[src/rtl/rr_arb_mux.sv]
// Round-robin arbitrated N-channel mux with valid/ready on every port and one output register.
// Optional packet locking is enabled by defining ARB_MUX_PACKET_EN (adds in_last/out_last).
module rr_arb_mux #(
  parameter int WIDTH = 16,
  parameter int NCH   = 16,
  localparam int SELW = $clog2(NCH)
) (
  input  logic                 clk,
  input  logic                 rst_n,
  input  logic [NCH*WIDTH-1:0] in_data,
  input  logic [NCH-1:0]       in_valid,
  output logic [NCH-1:0]       in_ready,
`ifdef ARB_MUX_PACKET_EN
  input  logic [NCH-1:0]       in_last,
  output logic                 out_last,
`endif
  output logic [WIDTH-1:0]     out_data,
  output logic                 out_valid,
  input  logic                 out_ready,
  output logic [SELW-1:0]      out_sel
);

  logic [WIDTH-1:0] data_q, data_d;
  logic             valid_q, valid_d;
  logic [SELW-1:0]  sel_q, sel_d;
  logic [SELW-1:0]  ptr_q, ptr_d;
  logic             load;
  logic             gnt_found;
  int               gnt_idx;
  int               scan_idx;
  logic [WIDTH-1:0] gnt_data;
  logic             gnt_last;
`ifdef ARB_MUX_PACKET_EN
  logic             lock_q, lock_d;
  logic             last_q, last_d;
`endif

  // reset gating keeps in_ready low while rst_n is asserted
  assign load = rst_n & (~valid_q | out_ready);

  always_comb begin
    gnt_found = 1'b0;
    gnt_idx   = 0;
    scan_idx  = 0;
    gnt_data  = '0;
    gnt_last  = 1'b1;
    for (int k = 0; k < NCH; k++) begin
      scan_idx = int'(ptr_q) + k;
      if (scan_idx >= NCH) scan_idx = scan_idx - NCH;
`ifdef ARB_MUX_PACKET_EN
      // a locked packet owns the output until its last beat, even when idle
      if (!gnt_found && in_valid[scan_idx] && (!lock_q || scan_idx == int'(sel_q))) begin
        gnt_last = in_last[scan_idx];
`else
      if (!gnt_found && in_valid[scan_idx]) begin
`endif
        gnt_found = 1'b1;
        gnt_idx   = scan_idx;
        gnt_data  = in_data[scan_idx*WIDTH +: WIDTH];
      end
    end
  end

  always_comb begin
    in_ready = '0;
    data_d   = data_q;
    valid_d  = valid_q;
    sel_d    = sel_q;
    ptr_d    = ptr_q;
`ifdef ARB_MUX_PACKET_EN
    lock_d   = lock_q;
    last_d   = last_q;
`endif
    if (load) begin
      valid_d = gnt_found;
      if (gnt_found) begin
        in_ready[gnt_idx] = 1'b1;
        data_d = gnt_data;
        sel_d  = SELW'(gnt_idx);
`ifdef ARB_MUX_PACKET_EN
        last_d = gnt_last;
        lock_d = ~gnt_last;
`endif
        if (gnt_last) ptr_d = (gnt_idx == NCH-1) ? '0 : SELW'(gnt_idx + 1);
      end
    end
  end

  always_ff @(posedge clk or negedge rst_n) begin
    if (!rst_n) begin
      data_q  <= '0;
      valid_q <= 1'b0;
      sel_q   <= '0;
      ptr_q   <= '0;
`ifdef ARB_MUX_PACKET_EN
      lock_q  <= 1'b0;
      last_q  <= 1'b0;
`endif
    end else begin
      data_q  <= data_d;
      valid_q <= valid_d;
      sel_q   <= sel_d;
      ptr_q   <= ptr_d;
`ifdef ARB_MUX_PACKET_EN
      lock_q  <= lock_d;
      last_q  <= last_d;
`endif
    end
  end

  assign out_data  = data_q;
  assign out_valid = valid_q;
  assign out_sel   = sel_q;
`ifdef ARB_MUX_PACKET_EN
  assign out_last  = last_q;
`endif

endmodule

[config.mk]
export PLATFORM = sky130hd
export DESIGN_NAME = rr_arb_mux
export DESIGN_NICKNAME = d
export VERILOG_FILES = /design/src/rtl/rr_arb_mux.sv
export SDC_FILE = /design/constraint.sdc
export NUM_CORES = 1
export LEC_CHECK = 0
export CAP_MARGIN = 10
export CORE_MARGIN = 2
export CORE_UTILIZATION = 40
export DETAILED_ROUTE_END_ITERATION = 16
export SYNTH_ARGS = -nofsm -noshare
export SYNTH_HDL_FRONTEND = slang
export SYNTH_SLANG_ARGS = --single-unit
[constraint.sdc]
create_clock -name clk -period 11.4 [get_ports clk]
set_clock_uncertainty 0.05 [all_clocks]
set_input_delay 2.85 -clock clk [delete_from_list [all_inputs] [get_ports clk]]
set_output_delay 2.85 -clock clk [all_outputs]
set_load 0.02 [all_outputs]
==> insert_results.sql, run 1 <==
INSERT INTO impl_metrics (metric_group, metric, value, unit) VALUES
('outcome', 'result_of_the_run', 'completed', ''),
('global_route', 'wire_length_of_the_first_global_routing_pass', '116500', 'um'),
('timing', 'final-max-slew-violation-count', '0', ''),
('synth', 'synth_largest_area_cell', 'mux4_2', ''),
('synth', 'yosysUniqueCellTypes', '86', ''),
('global_route', 'via_count_of_the_first_global_routing_pass', '17600', ''),
('floorplan', 'dieHeight', '211.2', 'um'),
('global_route', 'antenna_found_initial', '1', ''),
('route', 'first_pass_iters', '7', ''),
('synth', 'synth_top_area_share', '45.64', '%'),
('finish', 'finalNetCount', '2328', ''),
('synth', 'netlist_top_cells_area', 'mux4_2 (46%), mux2i_1 (8.6%), nand2_1 (6.6%)', ''),
('synth', 'netlist_instances', '1849', ''),
('floorplan', 'io_pins', '312', ''),
('route', 'met2RoutedLength', '34620', 'um'),
('timing', 'final_number_of_setup_violating_endpoints', '0', ''),
('finish', 'post_route_cells_drive_above_1_share', '24.80', '%'),
('route', 'm1WireLength', '31980', 'um'),
('clock_network', 'clkSlewWorstSetupHoldPaths', '0.07', 'ns'),
('route', 'wirelength', '79430', 'um'),
('timing', 'part_of_the_cycle_the_worst_path_needs', '94.55', '%'),
('synth', 'ys_warn_count', '0', ''),
('synth', 'postSynthNetCount', '2140', ''),
('route', 'num_vias', '18680', ''),
('place', 'place.detailed.hpwl', '58670', 'um'),
('clock_network', 'post_cts.repair.setup_buffers', '0', ''),
('clock_network', 'clock_tree_buf_depth', '2', ''),
('setup_path', 'crit_chain', 'clkdlybuf4s50_1 > mux4_1 > mux4_2 > nor2_2 > nand4_4 > or4_1 > mux2_2 > o211ai_1 > nor2_1 > inv_1 > ha_1 > a21boi_1 > nand3_1 > nor2_1 > clkdlybuf4s50_1', ''),
('global_route', 'overflow', '0', ''),
('timing', 'worst-slew-pin-transition', '1.061', 'ns'),
('floorplan', 'design.core.area', '0.04213', 'mm^2'),
('setup_path', 'setup.worst_path.end_class', 'primary output', ''),
('setup_path', 'path_delay_family', 'multiplexers', ''),
('clock_network', 'clk_latency', '0.27', 'ns'),
('clock_network', 'cts_root_buffer', 'clkbuf_16', ''),
('setup_path', 'max_stage_delay', '0.68', 'ns'),
('clock_network', 'numClockSinks', '25', ''),
('synth', 'synth_seq_cells', '25', ''),
('floorplan', 'floorplan.rows', '75', ''),
('place', 'numPortBuffers', '311', ''),
('synth', 'async_flop_share', '100.0', '%'),
('finish', 'filler_cell_count', '3880', ''),
('flow_run', 'timing.max_cap.violations', '0', ''),
('setup_path', 'logic_depth_of_the_worst_register_to_register_path', '16', ''),
('route', 'detailedRoute.firstIterationViolations', '2291', ''),
('timing', 'hold_viol_final', '0', ''),
('floorplan', 'die_width', '211.2', 'um'),
('setup_path', 'timing.critical_path.to', 'in_ready[15]', ''),
('worst_hold_path', 'min-delay-path-class', 'flop to flop', ''),
('finish', 'area_growth', '21.66', '%'),
('route', 'highest-signal-layer', 'met5', ''),
('floorplan', 'initial_core_util', '40.75', '%'),
('setup_path', 'setup.worst_path.class', 'input port to primary output', ''),
('setup_path', 'worst-path-buf-inv', '3', ''),
('route', 'post_drt_wl_per_cell', '30.85', 'um'),
('route', 'avgViaCountPerCell', '7.255', ''),
('setup_path', 'critPathLaunchType', 'input port', ''),
('setup_path', 'worst_r2r_endpoint', 'out_data[13]', ''),
('timing', 'final.setup.tns', '0', 'ns'),
('clock_network', 'tritoncts', 'done', ''),
('synth', 'dominantRegCellSynth', 'dfrtp_1', ''),
('synth', 'syn-cell-area', '0.01717', 'mm^2'),
('synth', 'postSynthAreaPerCell', '9.287', 'um^2'),
('timing', 'timing.max_slew.rel_slack', '28.92', '%'),
('timing', 'grt_setup_unrepaired', 'false', ''),
('setup_path', 'regToRegStartpoint', 'ptr_q[1]', ''),
('setup_path', 'cp_data_required_time', '8.50', 'ns'),
('clock_network', 'post_cts_resize_count', '0', ''),
('setup_path', 'crit_fanout', '10', ''),
('global_route', 'grt_max_degree', '70', ''),
('global_route', 'grtUsageTotal', '35.10', '%');
[cells in the mapped netlist (33+ instances only)]
cell type,instances
a211oi_1,37
a21oi_1,116
mux2_2,42
o21ai_0,99
mux4_2,348
a221oi_1,33
nand2_1,304
nor3_1,47
buf_2,34
mux2i_1,147
clkbuf_1,121
nor2_1,165
[metal layers]
layer | track usage (%) | vias to the layer above
met5 | 0 | -
met4 | 10.22 | 2
met2 | 52.79 | 1450
met3 | 8.787 | 180
met1 | 50.06 | 9230
li1 | - | 7820
[cell families after synthesis]
kind of cell,after synthesis,synth area share (%)
AO/OA/AOI/OAI,416,15.61
XOR/XNOR,14,0.8016
adder cells (fa/ha/maj),16,1.166
buffers and inverters,214,5.166
flip-flops,25,3.643
multiplexers,541,57.56
AND/OR/NAND/NOR,623,16.06
[tightest hold or removal path: stages, from the launching register on]
cell     delay [ns]
dfrtp_1        0.36
nand2_1        0.05
o31ai_1        0.05
[state kept, by name, indices dropped and copies added, names as in the netlist]
signal	flops
out_data	16
out_sel	4
out_valid	1
ptr_q	4
[metrics by stage]
stage               setup slack, ns  cells  area, um^2  hold slack [ns]  util, %
global route                 0.4345   2575       20890           0.4914    49.58
global placement             0.7811   2571       20810           0.4406    49.39
CTS                          0.6720   2575       20890           0.4556    49.58
finish                       0.6216   2575       20890           0.4440    49.58
floorplan                     2.221   1849       17170           0.5400        -
detailed placement           0.6790   2571       20810           0.4378    49.39
[how the worst min path moves through the flow]
stage,start,end,slack (ns),cells after the start
2_1_floorplan,out_sel[0],out_sel[0],0.54,2
3_3_place_gp,out_sel[1],out_sel[1],0.44,2
3_5_place_dp,out_sel[3],out_sel[3],0.44,2
4_1_cts,out_sel[3],out_sel[3],0.46,2
5_1_grt,out_valid,out_valid,0.49,2
6_report,out_sel[3],out_sel[3],0.44,2
[layout by cell type, fill, tap and decap left out, types with 28 or more instances in the layout]
master and count:
buf_4 63, o22ai_1 28, mux2_2 42, clkdlybuf4s50_1 310
nor2_1 165, nand2_1 304, nor3_1 46, o21ai_0 99
mux2i_1 146, a221oi_1 33, o211ai_1 29, mux4_2 348
a211oi_1 37, a21oi_1 116
[area by class of cell]
class	count	area [um^2]	area share, %
Inverter	23	86.33	0.4132
Clock buffer	3	75.07	0.3593
Clock inverter	1	5.005	0.02396
Tap cell	539	674.4	3.228
Sequential cell	25	636.9	3.048
Multi-Input combinational cell	1610	15830	75.79
Timing Repair Buffer	374	3581	17.14
Power of run 1 is not shown: default switching activity piles up to over one toggle a cycle in this logic, so the estimate is an artifact.
==> inputs of run 2 (changes only) <==
- SKIP_LAST_GASP: unset -> 1
==> results of run 2 <==
Same layout as run 1: the final DEF is identical, and so are final timing and power.
Power of run 2 is left out for the same reason.
